**src/rtl/aes_ks_pkg.sv**
```systemverilog
// Shared definitions for the AES-128 round-key scheduler: round count, rcon
// end points, FSM encoding and the rcon stepping functions.
package aes_ks_pkg;

    localparam int         AES_NR     = 10;
    localparam logic [7:0] RCON_LAST  = 8'h36;
    localparam logic [7:0] RCON_FIRST = 8'h01;

    typedef enum logic [0:0] {
        IDLE = 1'b0,
        EMIT = 1'b1
    } ks_state_e;

    function automatic logic [7:0] xtime(input logic [7:0] x);
        return {x[6:0], 1'b0} ^ (x[7] ? 8'h1b : 8'h00);
    endfunction

    // Undoes xtime: a set LSB means the 0x11b reduction was applied going forward.
    function automatic logic [7:0] inv_xtime(input logic [7:0] x);
        return x[0] ? ({1'b0, x[7:1]} ^ 8'h8d) : {1'b0, x[7:1]};
    endfunction

endpackage

```
**src/rtl/aes_inv_key_sched_word_xform.sv**
```systemverilog
// RotWord + SubWord + rcon injection on one 32-bit word (byte 0 is the MSB).
// Used by both schedule directions.
module aes_ks_word_xform (
    input  logic [0:31] w,
    input  logic [7:0]  rcon,
    output logic [0:31] y
);

    logic [7:0] s0, s1, s2, s3;

    aes_sbox u_sb0 (.hi(w[8:11]),  .lo(w[12:15]), .sb(s0));
    aes_sbox u_sb1 (.hi(w[16:19]), .lo(w[20:23]), .sb(s1));
    aes_sbox u_sb2 (.hi(w[24:27]), .lo(w[28:31]), .sb(s2));
    aes_sbox u_sb3 (.hi(w[0:3]),   .lo(w[4:7]),   .sb(s3));

    // Rotated substitution with rcon folded into the leading byte.
    always_comb begin
        y = {s0, s1, s2, s3} ^ {rcon, 24'h000000};
    end

endmodule

```
**src/rtl/aes_sbox.sv**
```systemverilog
// AES forward S-box, byte addressed as high/low nibble.
// Computed as GF(2^8) inversion (x^254) followed by the affine transform.
module aes_sbox
    import aes_ks_pkg::*;
(
    input  logic [3:0] hi,
    input  logic [3:0] lo,
    output logic [7:0] sb
);

    function automatic logic [7:0] gf_mul(input logic [7:0] a, input logic [7:0] b);
        logic [7:0] p;
        logic [7:0] aa;
        p  = 8'h00;
        aa = a;
        for (int i = 0; i < 8; i++) begin
            if (b[i]) p = p ^ aa;
            else      p = p;
            aa = xtime(aa);
        end
        return p;
    endfunction

    // x^254 is the multiplicative inverse; it maps 0 to 0 as the S-box requires.
    function automatic logic [7:0] sbox_f(input logic [7:0] x);
        logic [7:0] x2, x3, x12, x15, x240, inv;
        x2   = gf_mul(x, x);
        x3   = gf_mul(x2, x);
        x12  = gf_mul(gf_mul(x3, x3), gf_mul(x3, x3));
        x15  = gf_mul(x12, x3);
        x240 = gf_mul(x15, x15);
        x240 = gf_mul(x240, x240);
        x240 = gf_mul(x240, x240);
        x240 = gf_mul(x240, x240);
        inv  = gf_mul(gf_mul(x240, x12), x2);
        return inv ^ {inv[6:0], inv[7]} ^ {inv[5:0], inv[7:6]} ^
               {inv[4:0], inv[7:5]} ^ {inv[3:0], inv[7:4]} ^ 8'h63;
    endfunction

    // Pure combinational lookup.
    always_comb begin
        sb = sbox_f({hi, lo});
    end

endmodule

```
**src/rtl/aes_inv_key_sched.sv**
```systemverilog
// Iterative AES-128 key schedule emitting round keys 10..0 with a valid/ready handshake.
// Optional macro AES_KS_FWD_EN adds a fwd port for the forward (0..10) direction.
module aes_inv_key_sched
    import aes_ks_pkg::*;
#(
    parameter int NR = AES_NR,
    parameter int KW = 128
) (
    input  logic          clk,
    input  logic          rst_n,
    input  logic          start,
    input  logic [0:KW-1] key_in,
`ifdef AES_KS_FWD_EN
    input  logic          fwd,
`endif
    output logic [0:KW-1] rk_out,
    output logic [3:0]    rk_round,
    output logic          rk_valid,
    input  logic          rk_ready,
    output logic          busy,
    output logic          done
);

    ks_state_e     state_r, state_s;
    logic [7:0]    rcon_r;
    logic          dir_r;
    logic          fwd_s;
    logic          accept_s;
    logic          last_s;
    logic [0:31]   w0_s, w1_s, w2_s, w3_s, t3_s;
    logic [0:31]   xf_in_s, xf_out_s, f0_s, f1_s, f2_s;
    logic [0:KW-1] next_key_s;

`ifdef AES_KS_FWD_EN
    assign fwd_s = fwd;

    // Direction is latched with start and held for the whole sequence.
    always_ff @(posedge clk or negedge rst_n) begin
        if (!rst_n) begin
            dir_r <= 1'b0;
        end else if (state_r == IDLE && start) begin
            dir_r <= fwd;
        end
    end
`else
    assign fwd_s = 1'b0;
    assign dir_r = 1'b0;
`endif

    aes_ks_word_xform u_xform (.w(xf_in_s), .rcon(rcon_r), .y(xf_out_s));

    // Next round key: inverse step rebuilds w3' first because w0' depends on it.
    always_comb begin
        w0_s = rk_out[0:31];
        w1_s = rk_out[32:63];
        w2_s = rk_out[64:95];
        w3_s = rk_out[96:127];
        t3_s = w3_s ^ w2_s;
        if (dir_r) xf_in_s = w3_s;
        else       xf_in_s = t3_s;
        f0_s = w0_s ^ xf_out_s;
        f1_s = w1_s ^ f0_s;
        f2_s = w2_s ^ f1_s;
        if (dir_r) next_key_s = {f0_s, f1_s, f2_s, w3_s ^ f2_s};
        else       next_key_s = {f0_s, w1_s ^ w0_s, w2_s ^ w1_s, t3_s};
    end

    // Handshake decode and next-state logic.
    always_comb begin
        state_s  = state_r;
        accept_s = (state_r == EMIT) && rk_ready;
        if (dir_r) last_s = (rk_round == 4'(NR));
        else       last_s = (rk_round == 4'd0);
        case (state_r)
            IDLE: begin
                if (start) state_s = EMIT;
                else       state_s = IDLE;
            end
            EMIT: begin
                if (accept_s && last_s) state_s = IDLE;
                else                    state_s = EMIT;
            end
            default: state_s = IDLE;
        endcase
    end

    // State register.
    always_ff @(posedge clk or negedge rst_n) begin
        if (!rst_n) state_r <= IDLE;
        else        state_r <= state_s;
    end

    // Registered key, round index, rcon and status outputs.
    always_ff @(posedge clk or negedge rst_n) begin
        if (!rst_n) begin
            rk_out   <= '0;
            rk_round <= 4'd0;
            rk_valid <= 1'b0;
            busy     <= 1'b0;
            done     <= 1'b0;
            rcon_r   <= RCON_LAST;
        end else begin
            done <= 1'b0;
            case (state_r)
                IDLE: begin
                    if (start) begin
                        rk_out   <= key_in;
                        rk_valid <= 1'b1;
                        busy     <= 1'b1;
                        rk_round <= fwd_s ? 4'd0 : 4'(NR);
                        rcon_r   <= fwd_s ? RCON_FIRST : RCON_LAST;
                    end
                end
                EMIT: begin
                    if (accept_s && last_s) begin
                        rk_valid <= 1'b0;
                        busy     <= 1'b0;
                        done     <= 1'b1;
                    end else if (accept_s) begin
                        rk_out   <= next_key_s;
                        rk_round <= dir_r ? (rk_round + 4'd1) : (rk_round - 4'd1);
                        rcon_r   <= dir_r ? xtime(rcon_r) : inv_xtime(rcon_r);
                    end
                end
                default: begin
                    rk_valid <= 1'b0;
                    busy     <= 1'b0;
                end
            endcase
        end
    end

endmodule

```
**config.mk**
```make
export PLATFORM = sky130hd
export DESIGN_NAME = aes_inv_key_sched
export DESIGN_NICKNAME = d
export VERILOG_FILES = /design/src/rtl/aes_ks_pkg.sv /design/src/rtl/aes_inv_key_sched_word_xform.sv /design/src/rtl/aes_sbox.sv /design/src/rtl/aes_inv_key_sched.sv
export SDC_FILE = /design/constraint.sdc
export NUM_CORES = 2
export LEC_CHECK = 0
export CORE_ASPECT_RATIO = 0.6
export CORE_MARGIN = 4
export CORE_UTILIZATION = 25
export DETAILED_ROUTE_END_ITERATION = 6
export DONT_BUFFER_PORTS = 1
export PLACE_DENSITY = 0.38
export SYNTH_ARGS = -nofsm -noshare
export SYNTH_HDL_FRONTEND = slang
export SYNTH_SLANG_ARGS = --single-unit
export TNS_END_PERCENT = 30
```
**constraint.sdc**
```tcl
create_clock -name clk -period 19.95 [get_ports clk]
set_input_delay 3.99 -clock clk [delete_from_list [all_inputs] [get_ports clk]]
set_output_delay 3.99 -clock clk [all_outputs]
set_load 0.05 [all_outputs]
```
# After elaboration in Yosys (flattened, before gate mapping)
# Cells that the tools add are included.
[totals]
reg_bits = 143
in_bits = 132
elab_cells = 1340
out_inout_bits = 135
[classes]
mux = 681
n_reduce_logical = 5
eq_ne = 4
n_bitwise = 643
n_addsub = 1
[op_table]
columns = ["operator", "count"]
rows = [
  ["8-bit 2-to-1 mux", 356],
  ["8-bit bitwise XOR", 324],
  ["8-bit by 5-bit bitwise XOR with 8-bit output", 308],
  ["5-bit 2-to-1 mux", 308],
  ["128-bit 2-to-1 mux", 3],
  ["128-bit case mux with 2 select lines", 1],
  ["32-bit bitwise XOR", 5],
  ["4-bit NOT", 4],
  ["8-bit case mux with 2 select lines", 1],
  ["4-bit 2-to-1 mux", 3],
  ["4-bit case mux with 2 select lines", 1],
  ["1-bit 2-to-1 mux", 6],
  ["4-bit logical NOT", 1],
  ["2-bit by 1-bit inequality test with 1-bit output, second input constant", 2],
  ["2-bit inequality test, second input constant", 2],
  ["3-bit NOT with 4-bit output", 1],
  ["1-bit case mux with 2 select lines", 2],
  ["4-bit by 1-bit subtractor with 4-bit output, second input constant", 1],
  ["3-bit AND reduction", 1],
  ["1-bit logical AND", 2],
  ["2-bit AND reduction", 1],
  ["1-bit NOT", 1],
]

# Logic depth before layout (Yosys ltp)
[depth]
ltp_word = 187
mapped_depth = 86
mapped_depth_nobuf = 69

# Cells and area by module
# A second synthesis with hierarchy kept.
[unflattened]
cells_unflattened = 6494
area_unflattened_um2 = 52629.2
[by_module_without_submodules]
columns = ["module", "area_per_inst_um2", "instances", "cells_each"]
rows = [
  ["aes_sbox", 10839.1, 4, 1346],
  ["aes_inv_key_sched", 9202.6, 1, 1102],
  ["aes_ks_word_xform", 70.1, 1, 8],
]

# Worst setup path after synthesis
# Ideal clock, no wire load.
[synth_path]
path_kind = "register to register"
from = "register rk_out[104] (netlist name)"
to = "register rk_out[7] (netlist name)"
arrival_ns = 20.208
path_slack_ns = -0.399
path_stages_with_launch = 79
n_path_buf = 11
synth_period_minus_slack_ns = 20.349
path_cell_list = "dfrtp_1 > xnor2_1 > clkinv_1 > clkbuf_1 > clkbuf_1 > ha_1 > xnor3_1 > xnor2_1 > or3_1 > and2_1 > clkbuf_1 > a211oi_1 > a21oi_1 > o221ai_1 > xor2_1 > xnor2_1 > xnor2_1 > clkbuf_1 > (+43 left out) > xnor2_1 > nor2_1 > mux2i_1 > o22ai_1 > xnor2_1 > xnor2_1 > xnor3_1 > xnor3_1 > xor2_1 > nor2_1 > xor2_1 > xnor3_1 > xnor3_1 > xor2_1 > xnor2_1 > xnor3_1 > nand2_1 > a31oi_1"
[synth_between]
elab_chain_len = 180
elab_cells_between_ends = 326
classes_between = "mux: 164; bitwise: 162"
[synth_lines]
columns = ["item", "line", "source"]
rows = [
  ["start, declared", "aes_inv_key_sched.sv:16", "output logic [0:KW-1] rk_out,"],
  ["start signal, assigned", "aes_inv_key_sched.sv:107", "rk_out <= key_in;"],
  ["start signal, assigned", "aes_inv_key_sched.sv:120", "rk_out <= next_key_s;"],
  ["32-bit bitwise XOR (*)", "aes_inv_key_sched.sv:58", "t3_s = w3_s ^ w2_s;"],
  ["5-bit 2-to-1 mux / 8-bit 2-to-1 mux (equally long branches)", "aes_ks_pkg.sv:15, aes_sbox.sv:17", ""],
  ["8-bit by 5-bit bitwise XOR with 8-bit output / 8-bit bitwise XOR (equally long branches)", "aes_ks_pkg.sv:15, aes_sbox.sv:17", ""],
  ["8-bit bitwise XOR / 8-bit 2-to-1 mux (equally long branches)", "aes_sbox.sv:17", "if (b[i]) p = p ^ aa;"],
  ["8-bit 2-to-1 mux / 8-bit bitwise XOR (equally long branches)", "aes_sbox.sv:17", ""],
  ["8-bit bitwise XOR / 8-bit 2-to-1 mux (equally long branches)", "aes_sbox.sv:17", ""],
  ["8-bit 2-to-1 mux / 8-bit bitwise XOR (equally long branches)", "aes_sbox.sv:17", ""],
  ["8-bit bitwise XOR / 8-bit 2-to-1 mux (equally long branches)", "aes_sbox.sv:17", ""],
  ["(+162 left out)", "n/a", ""],
  ["8-bit bitwise XOR (3 in series)", "aes_sbox.sv:36", "return inv ^ {inv[6:0], inv[7]} ^ {inv[5:0], inv[7:6]} ^"],
  ["8-bit bitwise XOR (*)", "aes_sbox.sv:37", "{inv[4:0], inv[7:5]} ^ {inv[3:0], inv[7:4]} ^ 8'h63;"],
  ["4-bit NOT (no source line) (*)", "n/a", ""],
  ["32-bit bitwise XOR (*)", "aes_inv_key_sched_word_xform.sv:18", "y = {s0, s1, s2, s3} ^ {rcon, 24'h000000};"],
  ["32-bit bitwise XOR (*)", "aes_inv_key_sched.sv:61", "f0_s = w0_s ^ xf_out_s;"],
  ["128-bit 2-to-1 mux (*)", "aes_inv_key_sched.sv:119", "end else if (accept_s) begin"],
  ["128-bit 2-to-1 mux (*)", "aes_inv_key_sched.sv:115", "if (accept_s && last_s) begin"],
  ["128-bit case mux with 2 select lines (*)", "aes_inv_key_sched.sv:104", "case (state_r)"],
]
# Every way passes the cells marked *; elsewhere a longest branch is shown, timed or not. The select of a mux whose other input is x is not followed.
# A chain may end at the register's enable or synchronous reset.

# Final worst setup path
[layout_path]
from = "register rk_out[79] (netlist name)"
to = "register rk_out[7] (netlist name)"
[layout_between]
elab_chain_len = 180
elab_cells_between_ends = 323
classes_between = "mux: 161; bitwise: 162"
[layout_lines]
columns = ["item", "line"]
rows = [
  ["32-bit bitwise XOR (*)", "aes_inv_key_sched.sv:58"],
  ["8-bit 2-to-1 mux", "aes_sbox.sv:17"],
  ["8-bit bitwise XOR", "aes_sbox.sv:17"],
  ["8-bit 2-to-1 mux", "aes_sbox.sv:17"],
  ["8-bit bitwise XOR", "aes_sbox.sv:17"],
  ["8-bit 2-to-1 mux", "aes_sbox.sv:17"],
  ["8-bit bitwise XOR", "aes_sbox.sv:17"],
  ["8-bit 2-to-1 mux", "aes_sbox.sv:17"],
  ["(+162 left out)", "n/a"],
  ["8-bit bitwise XOR (3 in series)", "aes_sbox.sv:36"],
  ["8-bit bitwise XOR (*)", "aes_sbox.sv:37"],
  ["4-bit NOT (no source line) (*)", "n/a"],
  ["32-bit bitwise XOR (*)", "aes_inv_key_sched_word_xform.sv:18"],
  ["32-bit bitwise XOR (*)", "aes_inv_key_sched.sv:61"],
  ["128-bit 2-to-1 mux (*)", "aes_inv_key_sched.sv:119"],
  ["128-bit 2-to-1 mux (*)", "aes_inv_key_sched.sv:115"],
  ["128-bit case mux with 2 select lines (*)", "aes_inv_key_sched.sv:104"],
]
# Marks and branches as above.

==> flow_summary_export.csv <==
group,metric,value,unit
drt,first_pass_iters,7,
setup_path,r2r-start,"rk_out[79]",
setup_path,critPathRequiredTime,20.31,ns
die,start_util,25.1,%
cts,cts-hold-fix-buffers,0,
setup_path,crit_arrival,19.38,ns
drt,drc,8,
sta,final.setup.worst_slack,0.930,ns
min_path,whs_path_depth,2,
cts,tritoncts,"built",
die,die_w,591,um
cts,cts_htree_levels,4,
die,core-area,203000,um2
cts,cts.sinks,143,
sta,fin_crit_sh,95.3,%
cts,cts_buffer_depth,2,
run,maxCapViolCount,0,
setup_path,r2r-end,"rk_out[7]",
sta,fin_crit,19.02,ns
sta,hold_viol,0,
layout,stdcell_count,9480,
cts,root_buffer,"clkbuf_16",
synth,synth_edf_count,0,
setup_path,worst_path_most_repeated_cell,"xnor2_1",
layout,mostFrequentLayoutCells,"xnor2_1, nor2_1, nand2_1",
drt,vias,48400,
min_path,holdCritPathClass,"reg -> reg",
run_status,violations,"DRC",
min_path,min-delay-start,"rcon_r[5]",
synth,yosysWarnings,0,
place,dp.cells,9405,
drt,drt_iter0_markers,4918,
layout,syn_to_final_growth,15.0,%
grt,grt_pass1_wl,305000,um
drt,wl_per_cell,21.6,um
setup_path,worst_setup_path_start_kind,"flip-flop",
min_path,hold-path-endpoint,"rcon_r[4]",
layout,fill_cells,21900,
grt,grtUsageTotal,18.7,%
drt,postRouteAntennaNets,0,
synth,synth_ff_type,"dfrtp_1",
synth,ys_types,121,
run_status,outcome,"finished with violations",
place,gp_congestion,0.886,
layout,fin_nets,6886,
layout,utilization,28.9,%
grt,grt_max_degree,144,
sta,setup_viol,0,
synth,yosysSeqAreaShare,7.03,%
sta,timing.fmax,0.0526,GHz
cts,clk_pin_slew,0.09,ns
grt,overflow,0,
cts,cts_buffers,17,
synth,syn_area,51000,um2
sta,relSlewSlack,24.5,%
synth,avgSynthCellArea,7.71,um2
setup_path,path_buf_inv,6,
place,dp.final_hpwl,161000,um
sta,drv_slew,0,
grt,grt_pass1_vias,44300,
synth,syn-instance-count,6617,
die,dieHeight,358,um
setup_path,path_delay_family,"XOR/XNOR gates",
die,placementRows,128,
synth,synth_nets,6775,
setup_path,critical_path_depth,66,
place,portBuffers,0,
sta,rsz0062_at_grt,"yes",
setup_path,criticalPathCategory,"reg -> reg",
drt,wl,205000,um
setup_path,crit_slowest_cell,"xnor3_2",
setup_path,rrSetupSlack,0.93,ns
sta,worst_pin_slew,1.12,ns
setup_path,endpoint_kind,"flip-flop",
sta,fin_skew,0.0263,ns
setup_path,worst-path-max-fanout,24,
layout,drive_gt1_share,14.4,%
grt,antenna_found_initial,14,
die,ios,267,
layout,final_common_cell,"xnor2_1",
drt,vias_per_cell,5.10,
synth,ys_ff_latch,143,
cts,insertion_delay,0.55,ns
synth,async_flop_share,100,%
die,dieArea,211000,um2
setup_path,reg2reg_depth,66,
place,post-place-ws,-0.387,ns
setup_path,slowest_delay,0.61,ns
[cell families (layout without fill, tap and decap cells)]
logic type	after synthesis	after routing	synth area share [%]
buf+inv	534	656	4.28
simple gates	2179	2179	18.7
mux	217	217	4.46
other cells	0	9	0
fa+ha+maj	27	27	0.658
flops	143	143	7.03
xor+xnor	2051	2053	45.3
compound gates	1466	1466	19.5
[layer usage]
layer	up-vias	global-route usage [%]	share of wire [%]
li1	23300	-	-
met1	23400	31.0	54
met2	1503	24.9	38
met3	82	2.57	6.4
met4	4	2.52	1.3
met5	-	0	0.013
[worst reg2reg max path: cells and delay by family (launching register included)]
kind	cells	cell delay [ns]
muxes	4	0.98
DFF	1	0.39
adders and majority gates	4	1.49
xor gates and xnor gates	34	11.13
and+or+nand+nor	10	1.82
buffers and inverters	6	1.16
AOI/OAI and AO/OA	8	1.90
[stage by stage]
stage | TNS (ns) | area (um2) | hold WS (ns)
after global routing | -0.0876 | 58600 | 0.535
after global placement | -0.150 | 56700 | 0.487
after floorplan | 0 | 51000 | 0.472
final | 0 | 58700 | 0.506
after detailed placement | -0.981 | 56700 | 0.500
after CTS | -0.0223 | 57400 | 0.510
[worst max-delay path by stage]
stage,from,end
after floorplan,rk_out[104],rk_out[7]
after global placement,rk_out[79],rk_out[7]
after detailed placement,rk_out[104],rk_out[7]
after CTS,rk_out[104],rk_out[7]
after global routing,rk_out[91],rk_out[20]
final,rk_out[79],rk_out[7]
[state kept, by name, indices dropped and copies added (netlist names)]
register and cells:
state_r 1, rcon_r 8, rk_out 128, busy 1, done 1, rk_round 4
[layout make-up]
type | instances | area [um2] | share of cell area (%)
flip-flops and latches | 143 | 3620 | 6.18
diodes | 9 | 22.5 | 0.0384
repair buffers | 510 | 3860 | 6.58
inverters | 114 | 428 | 0.730
well taps | 2730 | 3420 | 5.82
clock buffers | 17 | 425 | 0.725
clock inverters | 15 | 188 | 0.320
multi-input cells | 5942 | 46700 | 79.6
[cells in the mapped netlist, drive strengths merged, types with 30 or more instances]
library cell  count  share of area [%]
nor2            856                6.4
buf             139                1.4
a221o            60                1.2
o21ai           349                3.4
nand2           693                5.1
nor2b            39               0.48
clkbuf          281                2.1
xor3             36                1.7
a21oi           311                3.1
mux2i           183                3.6
a211oi           57               0.88
o211ai           36               0.54
nor3            157                1.6
a22oi            51               0.78
nand2b           52               0.64
mux2             30               0.66
a221oi           35               0.67
a31oi            54               0.66
and2             43               0.53
a21o             79                1.2
dfrtp           139                6.8
inv             102               0.75
o221ai           33               0.57
xor2            395                7.2
and3             36               0.45
a32oi            35               0.62
nand3           160                1.6
or3              40               0.49
o22ai            98                1.2
xnor3           266                 12
xnor2          1354                 25
[what timing repair did]
action                                  in CTS  in global routing
gates cloned                                 0                  2
endpoints found under the setup margin      10                 32
setup buffers                                0                 32
gates resized for setup                      8                159
pin swaps                                    0                 17
Power is not shown: default switching activity piles up to over one toggle a cycle in this logic, so the estimate is an artifact.
